**src/rtl/operand_fetch_if.sv**
```systemverilog
// Decode/register-file/writeback/execute signals around the operand fetch stage.
// slave is the stage itself; master is everything surrounding it.
interface operand_fetch_if #(
    parameter int AW  = 3,
    parameter int DW  = 8,
    parameter int OPW = 4
);
    logic           in_valid;
    logic           in_ready;
    logic [OPW-1:0] in_op;
    logic [AW-1:0]  in_rs1;
    logic [AW-1:0]  in_rs2;
    logic [AW-1:0]  in_rd;
    logic           in_wr;

    logic [AW-1:0]  rf_rs1_addr;
    logic [AW-1:0]  rf_rs2_addr;
    logic [DW-1:0]  rf_rs1_data;
    logic [DW-1:0]  rf_rs2_data;

    logic           wb_we;
    logic [AW-1:0]  wb_rd;
    logic [DW-1:0]  wb_data;

    logic           out_valid;
    logic           out_ready;
    logic [OPW-1:0] out_op;
    logic [DW-1:0]  out_op1;
    logic [DW-1:0]  out_op2;
    logic [AW-1:0]  out_rd;
    logic           out_wr;

    modport master (
        output in_valid, in_op, in_rs1, in_rs2, in_rd, in_wr,
        output rf_rs1_data, rf_rs2_data,
        output wb_we, wb_rd, wb_data,
        output out_ready,
        input  in_ready, rf_rs1_addr, rf_rs2_addr,
        input  out_valid, out_op, out_op1, out_op2, out_rd, out_wr
    );

    modport slave (
        input  in_valid, in_op, in_rs1, in_rs2, in_rd, in_wr,
        input  rf_rs1_data, rf_rs2_data,
        input  wb_we, wb_rd, wb_data,
        input  out_ready,
        output in_ready, rf_rs1_addr, rf_rs2_addr,
        output out_valid, out_op, out_op1, out_op2, out_rd, out_wr
    );
endinterface

```
**src/rtl/operand_fetch.sv**
```systemverilog
// Operand fetch stage: register-file read with writeback forwarding, a per-register
// pending scoreboard for RAW/WAW stalls, and a one-entry valid/ready output slot.
module operand_fetch #(
    parameter int NREG = 8,
    parameter int AW   = 3,
    parameter int DW   = 8,
    parameter int OPW  = 4
) (
    input  logic          clk,
    input  logic          rst,
    operand_fetch_if.slave bus
);

    logic [NREG-1:0] pending;
    logic [NREG-1:0] pending_nxt;

    logic            wb_hit1, wb_hit2, wb_hitd;
    logic            hz1, hz2, hzd, stall, slot_free, issue;
    logic [DW-1:0]   op1_p0, op2_p0;

    logic            vld_p1;
    logic [OPW-1:0]  op_p1;
    logic [DW-1:0]   op1_p1, op2_p1;
    logic [AW-1:0]   rd_p1;
    logic            wr_p1;

    // Writeback value wins over the register file, which only commits on the edge.
    function automatic logic [DW-1:0] fwd_sel(input logic hit, input logic [DW-1:0] wb_val,
                                              input logic [DW-1:0] rf_val);
        return hit ? wb_val : rf_val;
    endfunction

    // ---- stage p0: read, forward, hazard detect ----
    assign bus.rf_rs1_addr = bus.in_rs1;
    assign bus.rf_rs2_addr = bus.in_rs2;

    assign wb_hit1 = bus.wb_we && (bus.wb_rd == bus.in_rs1);
    assign wb_hit2 = bus.wb_we && (bus.wb_rd == bus.in_rs2);
    assign wb_hitd = bus.wb_we && (bus.wb_rd == bus.in_rd);

    assign op1_p0 = fwd_sel(wb_hit1, bus.wb_data, bus.rf_rs1_data);
    assign op2_p0 = fwd_sel(wb_hit2, bus.wb_data, bus.rf_rs2_data);

    // A writeback landing this cycle releases its register without a bubble.
    assign hz1   = pending[bus.in_rs1] && !wb_hit1;
    assign hz2   = pending[bus.in_rs2] && !wb_hit2;
    assign hzd   = bus.in_wr && pending[bus.in_rd] && !wb_hitd;
    assign stall = hz1 || hz2 || hzd;

    assign slot_free    = !vld_p1 || bus.out_ready;
    assign bus.in_ready = !stall && slot_free;
    assign issue        = bus.in_valid && bus.in_ready;

    // Clear first so a same-cycle set of the same index wins.
    always_comb begin
        pending_nxt = pending;
        if (bus.wb_we) pending_nxt[bus.wb_rd] = 1'b0;
        if (issue && bus.in_wr) pending_nxt[bus.in_rd] = 1'b1;
    end

    always_ff @(posedge clk or posedge rst) begin
        if (rst) pending <= '0;
        else     pending <= pending_nxt;
    end

    // ---- stage p1: output slot ----
    always_ff @(posedge clk or posedge rst) begin
        if (rst) begin
            vld_p1 <= 1'b0;
            op_p1  <= '0;
            op1_p1 <= '0;
            op2_p1 <= '0;
            rd_p1  <= '0;
            wr_p1  <= 1'b0;
        end else if (issue) begin
            vld_p1 <= 1'b1;
            op_p1  <= bus.in_op;
            op1_p1 <= op1_p0;
            op2_p1 <= op2_p0;
            rd_p1  <= bus.in_rd;
            wr_p1  <= bus.in_wr;
        end else if (bus.out_ready) begin
            vld_p1 <= 1'b0;
        end
    end

    assign bus.out_valid = vld_p1;
    assign bus.out_op    = op_p1;
    assign bus.out_op1   = op1_p1;
    assign bus.out_op2   = op2_p1;
    assign bus.out_rd    = rd_p1;
    assign bus.out_wr    = wr_p1;

endmodule

```
**src/flat_wrapper.sv**
```systemverilog
// flat-port wrapper written by rule: the top's interface ports become plain ports
module operand_fetch_flat 
#(
    parameter int NREG = 8,
    parameter int AW   = 3,
    parameter int DW   = 8,
    parameter int OPW  = 4
)
  (clk, rst, bus_in_valid, bus_in_op, bus_in_rs1, bus_in_rs2, bus_in_rd, bus_in_wr, bus_rf_rs1_data, bus_rf_rs2_data, bus_wb_we, bus_wb_rd, bus_wb_data, bus_out_ready, bus_in_ready, bus_rf_rs1_addr, bus_rf_rs2_addr, bus_out_valid, bus_out_op, bus_out_op1, bus_out_op2, bus_out_rd, bus_out_wr);
  operand_fetch_if #(.AW(AW), .DW(DW), .OPW(OPW)) bus_i ();
  input  logic clk;
  input  logic rst;
  input wire logic [$bits(bus_i.in_valid)-1:0] bus_in_valid;
  input wire logic [$bits(bus_i.in_op)-1:0] bus_in_op;
  input wire logic [$bits(bus_i.in_rs1)-1:0] bus_in_rs1;
  input wire logic [$bits(bus_i.in_rs2)-1:0] bus_in_rs2;
  input wire logic [$bits(bus_i.in_rd)-1:0] bus_in_rd;
  input wire logic [$bits(bus_i.in_wr)-1:0] bus_in_wr;
  input wire logic [$bits(bus_i.rf_rs1_data)-1:0] bus_rf_rs1_data;
  input wire logic [$bits(bus_i.rf_rs2_data)-1:0] bus_rf_rs2_data;
  input wire logic [$bits(bus_i.wb_we)-1:0] bus_wb_we;
  input wire logic [$bits(bus_i.wb_rd)-1:0] bus_wb_rd;
  input wire logic [$bits(bus_i.wb_data)-1:0] bus_wb_data;
  input wire logic [$bits(bus_i.out_ready)-1:0] bus_out_ready;
  output wire logic [$bits(bus_i.in_ready)-1:0] bus_in_ready;
  output wire logic [$bits(bus_i.rf_rs1_addr)-1:0] bus_rf_rs1_addr;
  output wire logic [$bits(bus_i.rf_rs2_addr)-1:0] bus_rf_rs2_addr;
  output wire logic [$bits(bus_i.out_valid)-1:0] bus_out_valid;
  output wire logic [$bits(bus_i.out_op)-1:0] bus_out_op;
  output wire logic [$bits(bus_i.out_op1)-1:0] bus_out_op1;
  output wire logic [$bits(bus_i.out_op2)-1:0] bus_out_op2;
  output wire logic [$bits(bus_i.out_rd)-1:0] bus_out_rd;
  output wire logic [$bits(bus_i.out_wr)-1:0] bus_out_wr;
  assign bus_i.in_valid = bus_in_valid;
  assign bus_i.in_op = bus_in_op;
  assign bus_i.in_rs1 = bus_in_rs1;
  assign bus_i.in_rs2 = bus_in_rs2;
  assign bus_i.in_rd = bus_in_rd;
  assign bus_i.in_wr = bus_in_wr;
  assign bus_i.rf_rs1_data = bus_rf_rs1_data;
  assign bus_i.rf_rs2_data = bus_rf_rs2_data;
  assign bus_i.wb_we = bus_wb_we;
  assign bus_i.wb_rd = bus_wb_rd;
  assign bus_i.wb_data = bus_wb_data;
  assign bus_i.out_ready = bus_out_ready;
  assign bus_in_ready = bus_i.in_ready;
  assign bus_rf_rs1_addr = bus_i.rf_rs1_addr;
  assign bus_rf_rs2_addr = bus_i.rf_rs2_addr;
  assign bus_out_valid = bus_i.out_valid;
  assign bus_out_op = bus_i.out_op;
  assign bus_out_op1 = bus_i.out_op1;
  assign bus_out_op2 = bus_i.out_op2;
  assign bus_out_rd = bus_i.out_rd;
  assign bus_out_wr = bus_i.out_wr;
  operand_fetch #(.NREG(NREG), .AW(AW), .DW(DW), .OPW(OPW)) u_core (.clk(clk), .rst(rst), .bus(bus_i));
endmodule
```
**config.mk**
```make
export PLATFORM = sky130hd
export DESIGN_NAME = operand_fetch_flat
export DESIGN_NICKNAME = d
export VERILOG_FILES = /design/src/rtl/operand_fetch_if.sv /design/src/rtl/operand_fetch.sv /design/src/flat_wrapper.sv
export SDC_FILE = /design/constraint.sdc
export NUM_CORES = 1
export LEC_CHECK = 0
export BUFFER_PORTS_ARGS = -buffer_cell sky130_fd_sc_hd__buf_2
export CAP_MARGIN = 20
export CORE_MARGIN = 3
export CORE_UTILIZATION = 52
export DETAILED_ROUTE_END_ITERATION = 10
export GPL_TIMING_DRIVEN = 0
export PLACE_DENSITY = 0.89
export SYNTH_ARGS = -nofsm -noshare
export SYNTH_HDL_FRONTEND = slang
export SYNTH_SLANG_ARGS = --single-unit
```
**constraint.sdc**
```tcl
create_clock -name clk -period 4.1 [get_ports clk]
set_input_delay 0.82 -clock clk [delete_from_list [all_inputs] [get_ports clk]]
set_output_delay 0.82 -clock clk [all_outputs]
set_load 0.02 [all_outputs]
```
Yosys cells after proc, flatten, opt, wreduce, memory -nomap -nowiden
Index checks and enable logic that the tools add are counted. Widths: inputs -> output; s select.

Register bits after elaboration: 33. Input bits: 46. Output and inout bits: 32.

Magnitude comparators: 6. Equal/unequal tests: 3. Multiplexer cells: 16. Bitwise operators: 3. Reduce and logical (&&, ||, !) cells: 21.

Operators by type and width (count): $mux 8 (4); $lt 3x4->1 const B (4); $logic_and 1x1->1 (12); $bmux 1 s3 (3); $eq 3x3->1 (3); $and 8x8->8 (1); $not 8->8 (1); $or 8x8->8 (1); $mux 1 (7); $demux 1 s3 (2); $ge 3x1->1 const B (2); $logic_not 1->1 (5); $logic_or 1x1->1 (3); $reduce_bool 2->1 (1).

Depth between registers and ports, before layout
Gate-level depths: netlist (run 1).

Depth after elaboration: 11. Mapped depth: 7. Mapped depth without buffers: 5.

Worst setup path after synthesis (run 1)
Ideal clock, no wire load.

Kind: input port to output port. Start point: input bus_in_rd[0]. End point: output bus_in_ready. Arrival time: 2.163 ns. Path slack: 1.117 ns. Stages on the path: 5. Path buffers: 1. Cell sequence: clkbuf_1 > mux2i_1 > o32ai_1 > o311ai_1 > and4_1.

Longest elaborated chain between the ends: 7.

RTL lines: start: declaration (line flat_wrapper.sv:17) `input wire logic [$bits(bus_i.in_rd)-1:0] bus_in_rd;`; $bmux 1 s3 / $eq 3x3->1 (equally long branches) (line operand_fetch.sv:47, operand_fetch.sv:39); $mux 1 (implied by the code) / $logic_and 1x1->1 (equally long branches) (line operand_fetch.sv:47, operand_fetch.sv:39); $logic_and 1x1->1 / $logic_not 1->1 (equally long branches) (line operand_fetch.sv:47) `assign hzd = bus.in_wr && pending[bus.in_rd] && !wb_hitd;`; $logic_and 1x1->1 (*) (line operand_fetch.sv:47); $logic_or 1x1->1 (*) (line operand_fetch.sv:48) `assign stall = hz1 || hz2 || hzd;`; $logic_not 1->1 (*) (line operand_fetch.sv:51) `assign bus.in_ready = !stall && slot_free;`; $logic_and 1x1->1 (*) (line operand_fetch.sv:51); end: declaration (line flat_wrapper.sv:25) `output wire logic [$bits(bus_i.in_ready)-1:0] bus_in_ready;`.

Mark *: on every way between the ends. The rest lies on a longest branch, timed or not. The select of a mux whose other input is x is not followed.

Final worst setup path (run 1)
Same ends and word-level chain as after synthesis.

==> flow_metrics.tcl, run 1 <==
set metrics [dict create \
    syn_inst 153 \
    grt_pass1_vias 1573 \
    dp_hpwl_um 3614 \
    seq_area_frac_synth_pct 41.61 \
    cap_violations 0 \
    synth_top_area_share_pct 41.61 \
    cts_setup_buffers 0 \
    power_leakage_nw 1.276 \
    worst_pin_slew_ns 0.6161 \
    synth_top_cells_by_area "dfrtp_1, mux2_4, mux2_2, xnor2_1, mux4_1" \
    grt_max_degree 25 \
    synth.yosys.warnings 0 \
    antenna_found_initial 0 \
    hold_class "flip-flop to flip-flop" \
    clk_transition_reported_paths_ns 0.07 \
    ios 78 \
    timing.final.crit_share_pct 83.05 \
    fmax_ghz 0.2937 \
    critical_path_class "input pin to output pin" \
    place_area_um2 2445 \
    yosysUniqueCellTypes 32 \
    layout.nets 282 \
    grt_setup_unrepaired "no" \
    p_total_mw 1.537 \
    drc_errors 0 \
    hold_buffers 0 \
    max_stage_delay_ns 0.48 \
    post_drt_wl_per_cell_um 16.61 \
    path_cells "buf_2 -> clkbuf_1 -> mux2i_1 -> o32ai_1 -> o311ai_1 -> and4_1 -> buf_2" \
    relSlewSlack_pct 58.80 \
    die_w_um 67.78 \
    clock_path_buffers 2 \
    ir_drop_uv 360.2 \
    wirelength_um 4702 \
    placementRows 21 \
    synth_area_um2 1984 \
    grt_overflow 0 \
    vias_per_cell 5.449 \
    clk_latency_ns 0.28 \
    start_util_pct 56.78 \
    avgSynthCellArea_um2 12.97 \
    gp_congestion 0.8249 \
    synth_common_cells "dfrtp_1, mux2_4, mux2_2" \
    first_pass_iters 4 \
    grt_pass1_wl_um 7389 \
    cts_buffers 5 \
    root_buffer "clkbuf_8" \
    yosysTopAreaCell "dfrtp_1" \
    crit_top_cell "buf_2" \
    startpoint_type "input pin" \
    skew_ns 0.002300 \
    fin_area_um2 2546 \
    synth_fp_nets 199 \
    ys.flop_type "dfrtp_1" \
    slowest_stage "o311ai_1" \
    critPathRequiredTime_ns 3.28 \
    die_h_um 67.78 \
    die_area_um2 4593 \
    period_needed_ns 3.405 \
    drive_gt1_share_pct 59.92 \
    routed-via-count 1542 \
    design.core.area_um2 3495 \
    synth_edf_count 0 \
    areaGrowthSynthToFinish_pct 28.31 \
    synth.most_common_cell "dfrtp_1" \
    ant_nets 0 \
    io_buffers 75 \
    setup_tns_ns 0 \
    final-setup-viol-count 0 \
    status "completed" \
    finalHoldViolCount 0 \
    ys_async_sr_fraction_pct 100.0 \
    cts_max_level 2 \
    finalHoldWorstSlack_ns 0.4877 \
    power.density_nw_per_um2 603.5 \
    cp-end-kind "output pin" \
    drv_slew 0 \
    synth_seq_cells 33 \
    antennaDiodeCount 0 \
    clock-sinks 33 \
    drt_iter0_markers 87 \
    cts_tree "yes" \
    cp_max_fo 10 \
    postCtsResizedCells 0 \
    arrival_ns 2.58 \
    grtUsageTotal_pct 21.85 \
]
-- sequential cells by signal, summed over array words and instances (netlist names) --
name,cells
u_core.bus.out_rd,3
u_core.pending,8
u_core.bus.out_valid,1
u_core.bus.out_wr,1
u_core.bus.out_op,4
u_core.bus.out_op1,8
u_core.bus.out_op2,8
-- layout make-up --
| type | count | area, um^2 |
|---|---|---|
| multi-input combinational | 104 | 1051 |
| fill | 245 | 948.4 |
| sequential | 33 | 825.8 |
| timing repair buffer | 76 | 402.9 |
| buffer | 14 | 100.1 |
| clock buffer | 7 | 96.34 |
| tap | 46 | 57.56 |
| inverter | 2 | 7.507 |
| clock inverter | 1 | 5.005 |
-- critical path, delay by kind of cell --
kind	cells	cell delay (ns)
AOI/OAI and AO/OA	2	0.57
muxes	1	0.24
buffers and inverters	3	0.68
and+or+nand+nor	1	0.27
-- power by group --
part | leakage, nW | switching, mW | internal [mW]
clock | 0.0542 | 0.116 | 0.152
combinational | 0.823 | 0.361 | 0.352
sequential | 0.399 | 0.0873 | 0.469
total | 1.28 | 0.564 | 0.972
-- kinds of logic (layout without fill, tap and decap cells) --
| logic type | count (synthesis) | count (layout) | synth area share, % |
|---|---|---|---|
| mux | 46 | 46 | 32.98 |
| xor+xnor | 9 | 9 | 3.972 |
| buf+inv | 16 | 100 | 5.422 |
| flops | 33 | 33 | 41.61 |
| simple gates | 26 | 26 | 7.818 |
| compound gates | 23 | 23 | 8.197 |
-- cell usage in the layout, fill, tap and decap left out, types with 2 or more instances in the layout --
master / Yosys / final
buf_2: 2 / 77
dfrtp_1: 33 / 33
mux2_4: 23 / 23
mux2_2: 17 / 17
o21ai_0: 10 / 10
xnor2_1: 9 / 9
nand2b_1: 7 / 7
nand2_1: 7 / 7
clkbuf_8: 0 / 7
buf_4: 6 / 6
o31ai_1: 5 / 5
nand4_1: 4 / 4
nand3_1: 3 / 3
buf_6: 3 / 3
clkbuf_1: 2 / 2
inv_1: 2 / 2
mux2i_1: 2 / 2
mux4_2: 2 / 2
mux4_1: 2 / 2
-- path summary, 6_finish.rpt --
check,end,start,slack (ns),cells after the start
worst max-delay path,bus_in_ready,bus_in_rd[0],0.70,7
worst min-delay path,u_core.bus.out_rd[0]$_DFFE_PP0P_,u_core.bus.out_rd[0]$_DFFE_PP0P_,0.49,1
worst max register to register,u_core.bus.out_op1[1]$_DFFE_PP0P_,u_core.pending[1]$_DFF_PP0_,1.87,6
worst min register to register,u_core.bus.out_rd[0]$_DFFE_PP0P_,u_core.bus.out_rd[0]$_DFFE_PP0P_,0.49,1
max in group asynchronous,u_core.bus.out_valid$_DFFE_PP0P_,rst,3.12,3
min in group asynchronous,u_core.bus.out_op2[3]$_DFFE_PP0P_,rst,0.53,2
-- stage by stage --
step	setup slack, ns	utilization [%]	std cells
after CTS	0.6904	72.86	283
after floorplan	1.117	-	153
after global routing	0.5435	72.86	283
after detailed placement	0.7060	69.96	275
after global placement	0.7265	69.17	274
final	0.6950	72.86	283
-- metal layers --
metal  GRT usage, %  part of all wire [%]
met3          5.990                   7.3
met2          37.18                    52
met1          27.55                    39
met5              0                     0
met4          5.211                   1.5
Power figures use the tool's default switching activity.
==> inputs of run 2 (changes only) <==
Settings changed: CORE_UTILIZATION 52 to 49, PLACE_DENSITY 0.89 to 0.84.
Clock period 4.1 ns to 3.5 ns, I/O delays scaled along.
==> flow_metrics.tcl, run 2 (same netlist as run 1, synthesis figures left out) <==
set metrics [dict create \
    layout.nets 282 \
    cts_setup_buffers 0 \
    design.core.area_um2 3771 \
    clock-sinks 33 \
    cts_max_level 2 \
    grt_pass1_wl_um 7831 \
    wirelength_um 4861 \
    post_drt_wl_per_cell_um 17.06 \
    antennaDiodeCount 0 \
    areaGrowthSynthToFinish_pct 29.38 \
    postCtsResizedCells 0 \
    regToRegEndpoint "u_core.bus.out_op2[2]$_DFFE_PP0P_" \
    fmax_ghz 0.3142 \
    use_met2_pct 34.85 \
    first_pass_iters 4 \
    die_area_um2 4850 \
    cts_tree "yes" \
    start_util_pct 52.62 \
    cp-end-kind "output pin" \
    drv_slew 0 \
    utilization_pct 68.08 \
    vias_per_cell 5.505 \
    ir_drop_uv 369.6 \
    drt_iter0_markers 51 \
    gp_congestion 0.9351 \
    grt_busiest_layer "met2" \
    grt_overflow 0 \
    io_buffers 75 \
    power_leakage_nw 1.279 \
    r2r_slack_ns 1.32 \
    crit_top_cell "buf_2" \
    ios 78 \
    startpoint_type "input pin" \
    hold_buffers 0 \
    arrival_ns 2.48 \
    fin_area_um2 2567 \
    reg2reg_depth 6 \
    placementRows 22 \
    clock_path_buffers 2 \
    grtUsageTotal_pct 20.62 \
    final-setup-viol-count 0 \
    skew_ns 0.005909 \
    place_area_um2 2447 \
    slowest_stage "o311ai_1" \
    setup_tns_ns 0 \
    clk_latency_ns 0.29 \
    clk_transition_reported_paths_ns 0.07 \
    cts_buffers 5 \
    path_cells "buf_2 -> clkbuf_1 -> mux2i_1 -> o32ai_1 -> o311ai_1 -> and4_1 -> buf_2" \
    hold_class "input pin to async pin" \
    final_common_cell "buf_2" \
    cp_max_fo 10 \
    grt_pass1_vias 1577 \
    critPathRequiredTime_ns 2.80 \
    critical_path_class "input pin to output pin" \
    timing.final.crit_share_pct 90.94 \
    worst_pin_slew_ns 0.5997 \
    use_met1_pct 25.09 \
    drc_errors 0 \
    die_w_um 69.64 \
    routed-via-count 1569 \
    status "completed" \
    grt_setup_unrepaired "no" \
    dp_hpwl_um 3721 \
    period_needed_ns 3.183 \
    final_cell_mix "buf_2, dfrtp_1, mux2_4" \
    antenna_found_initial 0 \
    relSlewSlack_pct 59.90 \
    root_buffer "clkbuf_8" \
    max_stage_delay_ns 0.48 \
    die_h_um 69.64 \
    finalHoldViolCount 0 \
    power.density_nw_per_um2 723.3 \
    drive_gt1_share_pct 59.92 \
    grt_max_degree 25 \
    grtUsageMet3_pct 5.362 \
    cap_violations 0 \
    ant_nets 0 \
    regToRegStartpoint "u_core.pending[2]$_DFF_PP0_" \
]
## run 2: changes by cell type in the layout (fill, tap and decap cells not counted), sizes merged
cell and change:
clkbuf -1, clkinv -1, bufinv +1, clkinvlp +1
## run 2: metrics by stage
| step | total power, mW | hold slack (ns) | cells | worst slack (ns) |
|---|---|---|---|---|
| CTS | 1.870 | 0.4194 | 285 | 0.3290 |
| detailed placement | 1.482 | 0.4856 | 277 | 0.3329 |
| finish | 1.857 | 0.4107 | 285 | 0.3170 |
| global placement | 1.456 | 0.4779 | 276 | 0.3516 |
| global route | 1.951 | 0.4343 | 285 | 0.1623 |
| floorplan | 1.221 | 0.4923 | 153 | 0.7568 |
## run 2: worst max-delay path: cells and delay by family
| family | cells | cell delay [ns] |
|---|---|---|
| compound gates | 2 | 0.59 |
| buf+inv | 3 | 0.68 |
| mux | 1 | 0.24 |
| simple gates | 1 | 0.27 |
## run 2: final cells by class
class                   instances  area, um^2
plain buffers                  14       100.1
flip-flops and latches         33       825.8
fillers                       290        1204
repair buffers                 76       402.9
well taps                      48       60.06
clock inverters                 2       37.54
multi-input cells             104        1051
inverters                       2       7.507
clock buffers                   6       82.58
## run 2: metal layers
layer | wire length (um) | part of all wire [%]
met4 | 102 | 2.1
met3 | 264 | 5.4
met5 | 0 | 0
met1 | 1946 | 40
met2 | 2549 | 52
## run 2: worst max path at each step
stage / from / cells after the start / slack (ns) / endpoint
detailed placement: bus_in_rd[0] / 7 / 0.33 / bus_in_ready
CTS: bus_in_rd[0] / 7 / 0.33 / bus_in_ready
global route: bus_in_rd[0] / 7 / 0.16 / bus_in_ready
global placement: bus_in_rd[0] / 7 / 0.35 / bus_in_ready
finish: bus_in_rd[0] / 7 / 0.32 / bus_in_ready
floorplan: bus_in_rd[0] / 5 / 0.76 / bus_in_ready
## run 2: report_power, final
group	internal, mW	total (mW)	switching (mW)
Clock	0.232	0.380	0.149
Combinational	0.412	0.829	0.416
Sequential	0.549	0.648	0.0998
Total	1.19	1.86	0.665
==> inputs of run 3 (changes only) <==
Settings changed: RECOVER_POWER from default to 50.
==> flow_metrics.tcl, run 3 (same netlist as run 1, synthesis figures left out) <==
set metrics [dict create \
    path_cells "buf_2 -> clkbuf_1 -> mux2i_1 -> o32ai_1 -> o311ai_1 -> and4_1 -> buf_2" \
    grt_pass1_vias 1577 \
    drive_gt1_share_pct 52.74 \
    slowest_stage "o311ai_1" \
    clk_latency_ns 0.29 \
    relSlewSlack_pct 16.78 \
    io_buffers 75 \
    areaGrowthSynthToFinish_pct 27.18 \
    dp_hpwl_um 3721 \
    layout.nets 282 \
    drv_slew 0 \
    cts_max_level 2 \
    design.core.area_um2 3771 \
    fmax_ghz 0.3141 \
    grtUsageTotal_pct 20.62 \
    postCtsResizedCells 0 \
    cp_max_fo 10 \
    clock_path_buffers 2 \
    drc_errors 0 \
    final_cell_mix "buf_2, dfrtp_1, mux2_4" \
    dp_cells 277 \
    clk_transition_reported_paths_ns 0.07 \
    die_w_um 69.64 \
    period_needed_ns 3.183 \
    drt_iter0_markers 45 \
    reg2reg_depth 6 \
    finalHoldWorstSlack_ns 0.3694 \
    fin_area_um2 2524 \
    final-setup-viol-count 0 \
    ios 78 \
    finalHoldViolCount 0 \
    p_total_mw 1.829 \
    worst_pin_slew_ns 1.248 \
    power.density_nw_per_um2 724.7 \
    placementRows 22 \
    first_pass_iters 4 \
    ir_drop_uv 369.4 \
    arrival_ns 2.48 \
    antennaDiodeCount 0 \
    post_drt_wl_per_cell_um 17.22 \
    cp-end-kind "output pin" \
    hold_class "input pin to async pin" \
    wirelength_um 4909 \
    cts_buffers 5 \
    start_util_pct 52.62 \
    gp_congestion 0.9351 \
    cap_violations 0 \
    stdcell_count 285 \
    ant_nets 0 \
    power_leakage_nw 1.223 \
    crit_start "bus_in_rd[0]" \
    antenna_found_initial 0 \
    skew_ns 0.005635 \
    timing.final.crit_share_pct 90.96 \
    routed-via-count 1565 \
    hold_buffers 0 \
    cts_setup_buffers 0 \
    regToRegStartpoint "u_core.pending[2]$_DFF_PP0_" \
    r2r_slack_ns 1.32 \
    critical_path_class "input pin to output pin" \
    status "completed" \
    max_stage_delay_ns 0.48 \
    vias_per_cell 5.491 \
    startpoint_type "input pin" \
    clock-sinks 33 \
    crit_top_cell "buf_2" \
    die_area_um2 4850 \
    grt_setup_unrepaired "no" \
    grt_max_degree 25 \
    setup_tns_ns 0 \
    grt_overflow 0 \
    endpoint "bus_in_ready" \
    cts_tree "yes" \
    root_buffer "clkbuf_8" \
    critPathRequiredTime_ns 2.80 \
    die_h_um 69.64 \
    grt_pass1_wl_um 7831 \
    regToRegEndpoint "u_core.bus.out_op2[2]$_DFFE_PP0P_" \
    final_common_cell "buf_2" \
    place_area_um2 2447 \
]
==> run 3: cell types whose count changed in the layout (fill, tap and decap cells not counted), sizes merged <==
cell,previous run,this run
buf,88,71
clkbuf,8,25
==> run 3: how the worst min path moves through the flow <==
stage	startpoint	endpoint	slack, ns	cells past startpoint
final	rst	u_core.bus.out_op[2]$_DFFE_PP0P_	0.37	2
after CTS	rst	u_core.bus.out_op[2]$_DFFE_PP0P_	0.42	2
after floorplan	u_core.pending[0]$_DFF_PP0_	u_core.pending[0]$_DFF_PP0_	0.49	2
after global routing	rst	u_core.bus.out_op1[0]$_DFFE_PP0P_	0.39	2
after detailed placement	u_core.bus.out_rd[0]$_DFFE_PP0P_	u_core.bus.out_rd[0]$_DFFE_PP0P_	0.49	1
after global placement	u_core.bus.out_rd[0]$_DFFE_PP0P_	u_core.bus.out_rd[0]$_DFFE_PP0P_	0.48	1
==> run 3: critical path: cells and delay by family <==
kind | cells | cell delay [ns]
buf+inv | 3 | 0.68
compound gates | 2 | 0.59
simple gates | 1 | 0.27
mux | 1 | 0.24
==> run 3: report_power, final <==
| part | switching, mW | total [mW] | internal (mW) |
|---|---|---|---|
| Clock | 0.148 | 0.379 | 0.231 |
| Sequential | 0.103 | 0.651 | 0.549 |
| Combinational | 0.416 | 0.799 | 0.383 |
| Total | 0.666 | 1.83 | 1.16 |
==> run 3: stage by stage <==
| stage | utilization, % | setup slack (ns) |
|---|---|---|
| after floorplan | - | 0.7568 |
| after global placement | 64.17 | 0.3516 |
| after detailed placement | 64.90 | 0.3329 |
| after CTS | 68.08 | 0.3290 |
| after global routing | 66.92 | 0.1623 |
| final | 66.92 | 0.3165 |
==> run 3: final cells by class <==
type                            instances  area, um^2
Tap cell                               48       60.06
Clock buffer                            6       82.58
Inverter                                2       7.507
Buffer                                 14       100.1
Timing Repair Buffer                   76       359.1
Fill cell                             297        1247
Multi-Input combinational cell        104        1051
Clock inverter                          2       37.54
Sequential cell                        33       825.8
==> run 3: per-layer routing <==
layer	part of all wire (%)	track usage, %	up-vias
li1	-	-	730
met1	41	25.09	771
met2	52	34.85	54
met3	5.4	5.362	10
met4	1.9	8.085	0
met5	0	0	-
